[src/rtl/i2c_tx_ctrl_if.sv]
// Byte-transmit controller bus bundle.
// Groups the start request, the external shift-register handshake, the
// sampled/driven I2C line levels and the status outputs.
//   master : the controller (i2c_tx_ctrl) -- drives strobes, line levels, status
//   slave  : the environment -- drives tx_start, sr_serial, sda_in
interface i2c_tx_ctrl_if;
    logic tx_start;
    logic sr_serial;
    logic sda_in;
    logic load_enable;
    logic shift_enable;
    logic scl_out;
    logic sda_out;
    logic busy;
    logic done;
    logic ack_err;

    modport master (
        input  tx_start, sr_serial, sda_in,
        output load_enable, shift_enable, scl_out, sda_out, busy, done, ack_err
    );

    modport slave (
        output tx_start, sr_serial, sda_in,
        input  load_enable, shift_enable, scl_out, sda_out, busy, done, ack_err
    );
endinterface

[src/rtl/i2c_tx_ctrl.sv]
// I2C single-byte transmit controller.
// Generates START, eight MSB-first data bits taken from an external
// parallel-to-serial shift register, an ACK slot, and STOP.
// Ports:
//   clk   : system clock, rising edge
//   n_rst : asynchronous active-low reset
//   bus   : i2c_tx_ctrl_if.master
//           in  : tx_start, sr_serial, sda_in
//           out : load_enable, shift_enable, scl_out, sda_out, busy, done, ack_err
// HALF_PERIOD (2..255) sets the clk cycles per SCL half-period.
module i2c_tx_ctrl #(
    parameter int unsigned HALF_PERIOD = 4
) (
    input  logic          clk,
    input  logic          n_rst,
    i2c_tx_ctrl_if.master bus
);

    localparam int unsigned TIMER_W = 8;
    localparam int unsigned BCNT_W  = 3;
    localparam logic [TIMER_W-1:0] PHASE_LAST = TIMER_W'(HALF_PERIOD - 1);

    typedef enum logic [3:0] {
        IDLE,
        START,
        BIT_LOW,
        BIT_HIGH,
        ACK_LOW,
        ACK_HIGH,
        STOP_LOW,
        STOP_HIGH,
        DONE
    } state_t;

    state_t              state_q;
    state_t              state_d;
    logic [TIMER_W-1:0]  timer_q;
    logic [BCNT_W-1:0]   bit_cnt_q;
    logic                ack_err_q;
    logic                phase_end;

    logic load_enable_c;
    logic shift_enable_c;
    logic scl_out_c;
    logic sda_out_c;
    logic busy_c;
    logic done_c;

    assign phase_end = (timer_q == PHASE_LAST);

    // State register
    always_ff @(posedge clk or negedge n_rst) begin
        if (!n_rst) begin
            state_q <= IDLE;
        end else begin
            state_q <= state_d;
        end
    end

    // Next state and decoded outputs; line levels come from state_q only,
    // except SDA in bit phases which follows the shift register output.
    always_comb begin
        state_d        = state_q;
        load_enable_c  = 1'b0;
        shift_enable_c = 1'b0;
        scl_out_c      = 1'b1;
        sda_out_c      = 1'b1;
        busy_c         = 1'b1;
        done_c         = 1'b0;

        case (state_q)
            IDLE: begin
                busy_c = 1'b0;
                if (bus.tx_start) begin
                    // n_rst gate keeps the strobe quiet while reset is held
                    load_enable_c = n_rst;
                    state_d       = START;
                end
            end
            START: begin
                sda_out_c = 1'b0;
                if (phase_end) state_d = BIT_LOW;
            end
            BIT_LOW: begin
                scl_out_c = 1'b0;
                sda_out_c = bus.sr_serial;
                if (phase_end) state_d = BIT_HIGH;
            end
            BIT_HIGH: begin
                sda_out_c = bus.sr_serial;
                if (phase_end) begin
                    shift_enable_c = 1'b1;
                    state_d        = (bit_cnt_q == BCNT_W'(7)) ? ACK_LOW : BIT_LOW;
                end
            end
            ACK_LOW: begin
                scl_out_c = 1'b0;
                if (phase_end) state_d = ACK_HIGH;
            end
            ACK_HIGH: begin
                if (phase_end) state_d = STOP_LOW;
            end
            STOP_LOW: begin
                scl_out_c = 1'b0;
                sda_out_c = 1'b0;
                if (phase_end) state_d = STOP_HIGH;
            end
            STOP_HIGH: begin
                sda_out_c = 1'b0;
                if (phase_end) state_d = DONE;
            end
            DONE: begin
                done_c  = 1'b1;
                state_d = IDLE;
            end
            default: begin
                state_d = IDLE;
            end
        endcase
    end

    // Phase timer: restarts on every state change, parked at 0 in IDLE
    always_ff @(posedge clk or negedge n_rst) begin
        if (!n_rst) begin
            timer_q <= '0;
        end else if ((state_d != state_q) || (state_q == IDLE)) begin
            timer_q <= '0;
        end else begin
            timer_q <= timer_q + TIMER_W'(1);
        end
    end

    // Bit counter: cleared when a byte is accepted, advanced per SCL-high end
    always_ff @(posedge clk or negedge n_rst) begin
        if (!n_rst) begin
            bit_cnt_q <= '0;
        end else if ((state_q == IDLE) && (state_d == START)) begin
            bit_cnt_q <= '0;
        end else if ((state_q == BIT_HIGH) && phase_end) begin
            bit_cnt_q <= bit_cnt_q + BCNT_W'(1);
        end
    end

    // ACK sample at the end of the ACK clock-high phase; held until next sample
    always_ff @(posedge clk or negedge n_rst) begin
        if (!n_rst) begin
            ack_err_q <= 1'b0;
        end else if ((state_q == ACK_HIGH) && phase_end) begin
            ack_err_q <= bus.sda_in;
        end
    end

    assign bus.load_enable  = load_enable_c;
    assign bus.shift_enable = shift_enable_c;
    assign bus.scl_out      = scl_out_c;
    assign bus.sda_out      = sda_out_c;
    assign bus.busy         = busy_c;
    assign bus.done         = done_c;
    assign bus.ack_err      = ack_err_q;

endmodule

[src/flat_wrapper.sv]
// flat-port wrapper written by rule: the top's interface ports become plain ports
module i2c_tx_ctrl_flat 
#(
    parameter int unsigned HALF_PERIOD = 4
)
  (clk, n_rst, bus_tx_start, bus_sr_serial, bus_sda_in, bus_load_enable, bus_shift_enable, bus_scl_out, bus_sda_out, bus_busy, bus_done, bus_ack_err);
  i2c_tx_ctrl_if bus_i ();
  input  logic clk;
  input  logic n_rst;
  input wire logic [$bits(bus_i.tx_start)-1:0] bus_tx_start;
  input wire logic [$bits(bus_i.sr_serial)-1:0] bus_sr_serial;
  input wire logic [$bits(bus_i.sda_in)-1:0] bus_sda_in;
  output wire logic [$bits(bus_i.load_enable)-1:0] bus_load_enable;
  output wire logic [$bits(bus_i.shift_enable)-1:0] bus_shift_enable;
  output wire logic [$bits(bus_i.scl_out)-1:0] bus_scl_out;
  output wire logic [$bits(bus_i.sda_out)-1:0] bus_sda_out;
  output wire logic [$bits(bus_i.busy)-1:0] bus_busy;
  output wire logic [$bits(bus_i.done)-1:0] bus_done;
  output wire logic [$bits(bus_i.ack_err)-1:0] bus_ack_err;
  assign bus_i.tx_start = bus_tx_start;
  assign bus_i.sr_serial = bus_sr_serial;
  assign bus_i.sda_in = bus_sda_in;
  assign bus_load_enable = bus_i.load_enable;
  assign bus_shift_enable = bus_i.shift_enable;
  assign bus_scl_out = bus_i.scl_out;
  assign bus_sda_out = bus_i.sda_out;
  assign bus_busy = bus_i.busy;
  assign bus_done = bus_i.done;
  assign bus_ack_err = bus_i.ack_err;
  i2c_tx_ctrl #(.HALF_PERIOD(HALF_PERIOD)) u_core (.clk(clk), .n_rst(n_rst), .bus(bus_i));
endmodule
[config.mk]
export PLATFORM = sky130hd
export DESIGN_NAME = i2c_tx_ctrl_flat
export DESIGN_NICKNAME = d
export VERILOG_FILES = /design/src/rtl/i2c_tx_ctrl_if.sv /design/src/rtl/i2c_tx_ctrl.sv /design/src/flat_wrapper.sv
export SDC_FILE = /design/constraint.sdc
export NUM_CORES = 1
export LEC_CHECK = 0
export CORE_AREA = 2 2 41 43
export CTS_BUF_LIST = sky130_fd_sc_hd__clkbuf_8
export DETAILED_ROUTE_END_ITERATION = 6
export DIE_AREA = 0 0 43 45
export DONT_BUFFER_PORTS = 1
export PLACE_DENSITY = 0.81
export SLEW_MARGIN = 20
export SYNTH_ARGS = -nofsm -noshare
export SYNTH_HDL_FRONTEND = slang
export SYNTH_SLANG_ARGS = --single-unit
[constraint.sdc]
create_clock -name clk -period 1.7 [get_ports clk]
set_input_delay 0.085 -clock clk [delete_from_list [all_inputs] [get_ports clk]]
set_output_delay 0.085 -clock clk [all_outputs]
set_load 0.02 [all_outputs]
==> results.yml, run 1 <==
run_status:
  outcome: "finished clean"
synthesis:
  avgSynthCellArea_um2: 9.73
  yosysSeqAreaShare: 0.452
  syn_nets: 99
  ys_ff_latch: 16
  synth-edff-count: 0
  synthTopCellsByCount: "dfrtp_1 (16), nor2_1 (10), o21ai_0 (10)"
  synth.distinct_cells: 31
  synthArstFlopShare: 1.00
  ys_warn_count: 0
  ys.flop_type: "dfrtp_1"
  synth.area.top_cells: "dfrtp_1 (45%), o21ai_0 (5.6%), mux2i_1 (4.5%)"
  syn_area_um2: 886
  synth_top_area_share: 0.452
  synthCells: 91
  yosysMostFrequentCell: "dfrtp_1"
  yosysTopAreaCell: "dfrtp_1"
finish:
  fillers: 96
  diodes: 0
  regArea_um2: 400
  final_util: 0.715
  design_area_um2: 1050
  fin_nets: 112
  drive_above_1_share: 0.175
  multi_input_area_um2: 463
  syn_to_final_growth_pct: 18.8
clocking:
  cts.sinks: 16
  cts_made_buffers: 3
  clock_latency_ns: 0.25
  clkSlewWorstSetupHoldPaths_ns: 0.06
  cts-htree-levels: 1
  clk_path_buf_depth: 2
  clockRootBuffer: "clkbuf_8"
  cts_tree: "done"
place:
  place_congestion: 0.765
  io_buffers: 0
  place_area_um2: 931
  dpl.hpwl_um: 1160
setup_path:
  start_kind: "flop"
  cpPeakStageDelay_ns: 0.65
  worstPathRequired_ns: 1.62
  cp_num_cells: 2
  reg2reg_from: "u_core.timer_q[1]"
  cp_top_family: "simple AND/OR/NAND/NOR gates"
  path_cells: "or4_1, buf_4"
  crit_path_top_delay_cell: "or4_1"
  cp-end-kind: "output pin"
  worst-setup-path-type: "flop to output pin"
  path_buf_inv: 1
  arrival_ns: 1.55
  reg2reg_to: "u_core.timer_q[3]"
  r2r_setup_slack_ns: 0.17
  path_max_fanout: 7
  reg2reg_depth: 5
  crit_path_end: "bus_busy"
  crit_start: "u_core.state_q[0]"
detailed_routing:
  drtAntennaViolNets: 0
  vias_per_cell: 6.12
  wirelength_um: 1830
  wl_per_cell_um: 15.4
  vias: 728
  first_iter_violations: 26
  dr.pass1.iters: 4
  drc: 0
floorplanning:
  coreArea_um2: 1470
  die_width_um: 43
  initial_utilization: 0.602
  rows: 14
  pin_count: 12
  fp.dieH_um: 45
  die_area_um2: 1940
power_and_ir_drop:
  ir_drop_v: 0.000384
  swShare: 0.190
  powerDensity_nw_per_um2: 695
  cellLeakagePower_nw: 0.484
  p_sw_mw: 0.139
  clkPwrFrac: 0.451
  seq_power_share: 0.525
  power_frac_comb: 0.023
  power.internal_mw: 0.593
sta:
  rsz0062_at_grt: "no"
  slew_violations: 0
  setup_viol: 0
  post-route-min-period_ns: 1.63
  fin_crit_sh: 0.962
  clock.fmax_ghz: 0.612
  hold_viol: 0
  timing.slew.headroom: 0.540
  skew_ns: 0.00339
  fin_setup_tns_ns: 0
  worst_pin_slew_ns: 0.688
grt:
  grt_pass1_vias: 747
  grt_pass1_wl_um: 3170
  grt_max_degree: 17
  grt_antenna_before_repair: 0
  grt-ovfl-total: 0
  grt_util_all_layers: 0.225
min_path:
  hold_path_class: "input port to flop"
job:
  maxCapViolations: 0
==> worst min path at each step <==
stage	from	endpoint	slack [ns]	cells after the start
finish	bus_tx_start	u_core.state_q[0]	0.05	2
global route	bus_tx_start	u_core.state_q[0]	0.07	2
CTS	bus_tx_start	u_core.state_q[0]	0.05	2
detailed placement	n_rst	u_core.timer_q[5]	-0.21	0
global placement	n_rst	u_core.timer_q[5]	-0.21	0
floorplan	n_rst	u_core.bit_cnt_q[0]	-0.21	0
==> state kept, by name, summed over array words and instances (netlist names) <==
register	count
u_core.timer_q	8
u_core.state_q	4
u_core.bit_cnt_q	3
u_core.bus.ack_err	1
==> stage by stage <==
| step | power [mW] | setup slack (ns) | hold WS, ns | cells |
|---|---|---|---|---|
| finish | 0.732 | 0.0653 | 0.0516 | 119 |
| global route | 0.754 | 0.0112 | 0.0731 | 119 |
| CTS | 0.735 | 0.0103 | 0.0514 | 117 |
| detailed placement | 0.398 | 0.107 | -0.210 | 110 |
| global placement | 0.398 | 0.164 | -0.210 | 110 |
| floorplan | 0.397 | 0.116 | -0.211 | 91 |
==> kinds of logic (layout without fill, tap and decap cells) <==
logic type | count (synthesis) | count (layout) | share of synthesized area
AND/OR/NAND/NOR | 35 | 35 | 0.229
AO/OA/AOI/OAI | 20 | 20 | 0.137
flip-flops | 16 | 16 | 0.452
buffers and inverters | 9 | 21 | 0.0523
multiplexers | 5 | 5 | 0.0579
adder cells (fa/ha/maj) | 3 | 3 | 0.0424
XOR/XNOR | 3 | 3 | 0.0297
==> cells in the final DEF (no fill, tap or decap), types with 2 or more instances in the layout <==
master / n
mux2i_1: 4
o21ai_0: 10
ha_1: 2
dfrtp_1: 16
inv_1: 5
nand3_1: 6
clkbuf_8: 4
nor2_1: 10
nor3_1: 3
a21oi_1: 4
buf_4: 10
nor4b_4: 2
xor2_1: 2
a211o_1: 2
dlygate4sd3_1: 2
nand2_1: 5
or3_1: 3
==> layout make-up <==
class                   instances  share of cell area
repair buffers                 12              0.0904
inverters                       5              0.0178
well taps                      16              0.0190
multi-input cells              66               0.440
clock buffers                   4              0.0523
flip-flops and latches         16               0.380
==> per-layer routing <==
metal  vias to the layer above  routed length, um  global-route usage
met2                        23                869               0.385
met3                         8                 80              0.0400
met1                       353                817               0.262
met4                         0                 65               0.145
met5                         -                  0                   0
li1                        344                  -                   -
==> repair_timing <==
| item | CTS | global route |
|---|---|---|
| buffers inserted | 1 | 2 |
| setup endpoints to repair | 1 | 1 |
| pin swaps | 0 | 1 |
| gates cloned | 0 | 0 |
| gates resized for setup | 3 | 2 |
| hold buffers | 2 | 0 |
| hold endpoints to repair | 17 | 0 |
==> power by group through the flow <==
stage / logic (mW) / registers [mW] / clock network, mW
after floorplan: 0.00615 / 0.391 / 0
after global placement: 0.00672 / 0.391 / 0
after detailed placement: 0.00682 / 0.391 / 0
after CTS: 0.0177 / 0.384 / 0.333
after global routing: 0.0204 / 0.384 / 0.350
final: 0.0172 / 0.384 / 0.330
Note: power is estimated with default switching activity, not from simulation.
==> run 2, diff against run 1 <==
CORE_AREA = 3 3 43 45   (was 2 2 41 43)
CTS_BUF_LIST = sky130_fd_sc_hd__clkbuf_16   (was sky130_fd_sc_hd__clkbuf_8)
DIE_AREA = 0 0 46 48   (was 0 0 43 45)
PLACE_DENSITY = 0.78   (was 0.81)
==> run 2 against run 1 <==
  * Register-to-register slack got worse by 0.02 ns
  * Flip-flop and latch count unchanged
  * First-iteration DRC count decreased by 35%
  * Non-clock buffer count unchanged
  * Worst setup slack improved by 0.014 ns
  * Critical endpoint is now bus_shift_enable
  * Routed wire length decreased by 6.9%
  * Final cell count unchanged
  * Via count decreased by 0.82%
  * Global-route usage decreased by 4.0 points
  * Combinational power about the same
==> results.yml, run 2 (synthesis results as in run 1) <==
setup_path:
  path_max_fanout: 5
  worstPathRequired_ns: 1.62
  path_buf_inv: 1
  path_cells: "ha_4, nor4b_4, and4_4, buf_4"
  cp-end-kind: "output pin"
  crit_path_top_delay_cell: "dfrtp_1"
  arrival_ns: 1.54
  cp_top_family: "simple AND/OR/NAND/NOR gates"
  start_kind: "flop"
  cpPeakStageDelay_ns: 0.43
  worst-setup-path-type: "flop to output pin"
detailed_routing:
  wirelength_um: 1710
  drtAntennaViolNets: 0
  first_iter_violations: 17
  dr.pass1.iters: 4
  drc: 0
  vias: 722
  wl_per_cell_um: 14.3
  vias_per_cell: 6.07
power_and_ir_drop:
  swShare: 0.184
  cellLeakagePower_nw: 0.483
  seq_power_share: 0.449
  power_frac_comb: 0.020
  clkPwrFrac: 0.531
  ir_drop_v: 0.000618
  total_power_mw: 0.858
  powerDensity_nw_per_um2: 804
  p_sw_mw: 0.158
  power.internal_mw: 0.700
place:
  dpl_worst_slack_ns: 0.0364
  place_congestion: 0.786
  dpl.hpwl_um: 1170
  io_buffers: 0
clocking:
  cts_tree: "done"
  clk_path_buf_depth: 2
  clock_latency_ns: 0.24
  clkSlewWorstSetupHoldPaths_ns: 0.05
  cts-htree-levels: 1
  cts_made_buffers: 3
  clockRootBuffer: "clkbuf_16"
  cts.sinks: 16
sta:
  slew_violations: 0
  finalWorstSetupSlack_ns: 0.0795
  whs_ns: 0.0566
  clock.fmax_ghz: 0.617
  timing.slew.headroom: 0.487
  skew_ns: 0.00120
  post-route-min-period_ns: 1.62
  setup_viol: 0
  rsz0062_at_grt: "no"
  fin_setup_tns_ns: 0
  hold_viol: 0
  worst_pin_slew_ns: 0.761
  fin_crit_sh: 0.953
floorplanning:
  coreArea_um2: 1510
  fp.dieH_um: 48
  die_width_um: 46
  initial_utilization: 0.588
  rows: 14
  die_area_um2: 2210
  pin_count: 12
finish:
  final_cell_mix: "dfrtp_1 (16), nor2_1 (10), o21ai_0 (10), buf_4 (10), nand3_1 (6)"
  reg_top3: "u_core.timer_q x8, u_core.state_q x4, u_core.bit_cnt_q x3"
  largest-register: "u_core.timer_q"
  layout_commonest_cell: "dfrtp_1"
  diodes: 0
  fin_nets: 112
  syn_to_final_growth_pct: 20.5
  largest_reg_flops: 8
  fillers: 108
  drive_above_1_share: 0.165
grt:
  grt_max_degree: 17
  grt_util_all_layers: 0.185
  grt-ovfl-total: 0
  grt_pass1_vias: 680
  grt_antenna_before_repair: 0
  grt_pass1_wl_um: 2850
min_path:
  hold_path_class: "input port to flop"
job:
  maxCapViolations: 0
run_status:
  outcome: "finished clean"
[run 2: path summary, 6_finish.rpt]
kind	from	end	slack, ns	depth (start not counted)
max	u_core.timer_q[0]	bus_shift_enable	0.08	4
max in group asynchronous	n_rst	u_core.bit_cnt_q[0]	0.92	1
min	bus_tx_start	u_core.state_q[0]	0.06	2
min in group asynchronous	n_rst	u_core.state_q[0]	0.33	1
max reg2reg	u_core.timer_q[0]	u_core.bus.ack_err	0.15	5
min reg2reg	u_core.bit_cnt_q[1]	u_core.bit_cnt_q[1]	0.55	2
[run 2: what timing repair did]
action | CTS | global route
cloned | 0 | 0
hold buffers | 2 | 0
gates resized for setup | 2 | 2
setup buffers | 1 | 2
pin swaps | 0 | 1
endpoints found under the hold margin | 17 | 0
setup endpoints to repair | 1 | 2
[run 2: worst register-to-register path: cells and delay by family (launching register included)]
kind	cells	cell delay, ns
AND/OR/NAND/NOR	2	0.31
buffers and inverters	1	0.18
multiplexers	1	0.33
adder cells (fa/ha/maj)	1	0.18
flip-flops	1	0.43
[run 2: layout make-up]
type | count | area [um^2] | share of cell area
Clock buffer | 3 | 75.1 | 0.0703
Clock inverter | 1 | 3.75 | 0.00352
Inverter | 5 | 18.8 | 0.0176
Multi-Input combinational cell | 66 | 454 | 0.426
Sequential cell | 16 | 400 | 0.375
Tap cell | 16 | 20.0 | 0.0188
Timing Repair Buffer | 12 | 95.1 | 0.0891
[run 2: power by group through the flow]
stage                     logic (mW)  clock network (mW)  registers [mW]
after detailed placement     0.00709                   0           0.391
after global placement       0.00683                   0           0.391
after CTS                     0.0182               0.459           0.385
after global routing          0.0199               0.471           0.385
after floorplan              0.00615                   0           0.391
final                         0.0174               0.455           0.385
[run 2: routing by layer]
| metal | track usage | vias up | routed length (um) |
|---|---|---|---|
| met1 | 0.204 | 353 | 743 |
| met2 | 0.332 | 14 | 837 |
| met5 | 0 | - | 0 |
| met3 | 0.0338 | 5 | 82 |
| li1 | - | 350 | - |
| met4 | 0.102 | 0 | 41 |
[run 2: per-stage QoR]
step                std cells  instance area (um^2)   util
floorplan                  91                   886      -
global placement          110                   931  0.618
detailed placement        110                   931  0.618
CTS                       117                  1040  0.690
global route              119                  1070  0.708
finish                    119                  1070  0.708
==> run 3, diff against run 2 <==
CORE_AREA = 3 3 42 44   (was 3 3 43 45)
DIE_AREA = 0 0 45 47   (was 0 0 46 48)
PLACE_DENSITY = default   (was 0.78)
PLACE_DENSITY_LB_ADDON = 0.12   (was default)
clock period = 1.9 ns   (was 1.7 ns; I/O delays follow)
==> run 3 against run 2 <==
  * Sequential share of layout area grew 1.9 points
  * Core utilization shrank 1.8 points
  * Final cell count shrank 4.2%
  * Critical path depth shrank 1
  * Flip-flop and latch count is the same
  * Non-clock buffer count shrank 5
  * Clock power shrank 12%
  * Die area shrank 4.2%
  * Combinational power shrank 13%
  * Design area shrank 4.8%
  * Routed wire length shrank 11%
  * First-iteration DRC count shrank 12%
  * Critical endpoint unchanged
  * Largest power group unchanged
==> results.yml, run 3 (synthesis results as in run 1) <==
run_status:
  outcome: "finished clean"
setup_path:
  crit_path_top_delay_cell: "nor4b_2"
  cpPeakStageDelay_ns: 0.51
  reg2reg_depth: 3
  path_buf_inv: 1
  cp_top_family: "simple AND/OR/NAND/NOR gates"
  arrival_ns: 1.73
  worstPathRequired_ns: 1.80
  worst-setup-path-type: "flop to output pin"
  cp-end-kind: "output pin"
  reg2reg_from: "u_core.state_q[2]"
  cp_num_cells: 3
  r2r_setup_slack_ns: 0.22
  path_cells: "nor4b_2, and4_2, buf_4"
  start_kind: "flop"
  reg2reg_to: "u_core.bit_cnt_q[1]"
  path_max_fanout: 5
grt:
  grt_util_all_layers: 0.151
  grt_antenna_before_repair: 0
  grt-ovfl-total: 0
  grt_pass1_vias: 544
  grt_max_degree: 17
  grt_pass1_wl_um: 2300
detailed_routing:
  dr.pass1.iters: 4
  drtAntennaViolNets: 0
  vias: 674
  wirelength_um: 1510
  wl_per_cell_um: 13.3
  drc: 0
  first_iter_violations: 15
  vias_per_cell: 5.91
sta:
  clock.fmax_ghz: 0.548
  post-route-min-period_ns: 1.83
  fin_crit_sh: 0.961
  skew_ns: 0.00278
  hold_viol: 0
  setup_viol: 0
  rsz0062_at_grt: "no"
  slew_violations: 0
  worst_pin_slew_ns: 0.728
  timing.slew.headroom: 0.510
  fin_setup_tns_ns: 0
clocking:
  clockRootBuffer: "clkbuf_16"
  cts.sinks: 16
  clock_latency_ns: 0.24
  cts_tree: "done"
  clk_path_buf_depth: 2
  cts_made_buffers: 3
  clkSlewWorstSetupHoldPaths_ns: 0.05
  cts-htree-levels: 1
power_and_ir_drop:
  powerDensity_nw_per_um2: 747
  ir_drop_v: 0.000696
  cellLeakagePower_nw: 0.458
place:
  io_buffers: 0
  dpl.hpwl_um: 1080
  place_congestion: 0.762
floorplanning:
  fp.dieH_um: 47
  pin_count: 12
  coreArea_um2: 1470
  initial_utilization: 0.602
  die_area_um2: 2120
  rows: 14
  die_width_um: 45
finish:
  final_util: 0.690
  fillers: 115
  multi_input_area_um2: 440
  largest-register: "u_core.timer_q"
  syn_to_final_growth_pct: 14.7
  diodes: 0
  reg_top3: "u_core.timer_q x8, u_core.state_q x4, u_core.bit_cnt_q x3"
  largest_reg_flops: 8
  regArea_um2: 400
  layout_commonest_cell: "dfrtp_1"
  final_cell_mix: "dfrtp_1 (16), nor2_1 (10), o21ai_0 (10), nand3_1 (6)"
  fin_nets: 107
  drive_above_1_share: 0.112
min_path:
  hp-start: "bus_tx_start"
  hold_path_class: "input port to flop"
  holdPathStages: 2
  hold-path-endpoint: "u_core.state_q[0]"
job:
  maxCapViolations: 0
[run 3: worst reg2reg max path, delay by kind of cell, from the launching register on]
kind,cells,cell delay (ns)
AND/OR/NAND/NOR,1,0.76
multiplexers,1,0.09
flip-flops,1,0.46
AO/OA/AOI/OAI,1,0.25
[run 3: stage by stage]
| stage | worst slack (ns) | power (mW) | hold WS (ns) | cell area, um^2 | instances |
|---|---|---|---|---|---|
| 2_1_floorplan | 0.316 | 0.356 | -0.201 | 886 | 91 |
| 3_3_place_gp | 0.271 | 0.356 | -0.200 | 901 | 106 |
| 3_5_place_dp | 0.223 | 0.356 | -0.200 | 901 | 106 |
| 4_1_cts | 0.0183 | 0.767 | 0.0687 | 1000 | 112 |
| 5_1_grt | 0.000380 | 0.787 | 0.0921 | 1020 | 114 |
| 6_report | 0.0736 | 0.759 | 0.0729 | 1020 | 114 |
[run 3: worst max-delay path by stage]
| stage | from | to | slack (ns) |
|---|---|---|---|
| after floorplan | u_core.timer_q[0] | u_core.bit_cnt_q[0] | 0.32 |
| after global placement | u_core.state_q[2] | u_core.bit_cnt_q[1] | 0.27 |
| after detailed placement | u_core.timer_q[0] | u_core.bit_cnt_q[2] | 0.22 |
| after CTS | u_core.timer_q[0] | bus_shift_enable | 0.02 |
| after global routing | u_core.timer_q[0] | bus_shift_enable | 0.0004 |
| final | u_core.timer_q[4] | bus_shift_enable | 0.07 |
[run 3: report_power, final]
group	switching, mW	internal [mW]	total (mW)
registers	0.00204	0.343	0.345
clock network	0.121	0.278	0.399
logic	0.0104	0.00481	0.0152
[run 3: what timing repair did]
item | 4_1_cts | 5_1_grt
buffers inserted | 0 | 2
resized for setup | 1 | 0
hold buffers | 2 | 0
setup endpoints to repair | 1 | 1
endpoints found under the hold margin | 17 | 0
[run 3: area by class of cell]
| cell class | count | share of cell area |
|---|---|---|
| clock buffer | 3 | 0.0739 |
| sequential | 16 | 0.394 |
| inverter | 5 | 0.0185 |
| multi-input combinational | 66 | 0.433 |
| clock inverter | 1 | 0.00369 |
| timing repair buffer | 7 | 0.0567 |
| tap | 16 | 0.0197 |
[run 3: layer usage]
metal	vias up	part of all wire	track usage
li1	335	-	-
met1	322	0.50	0.196
met2	15	0.45	0.237
met3	2	0.044	0.0383
met4	0	0.0066	0.0702
met5	-	0	0
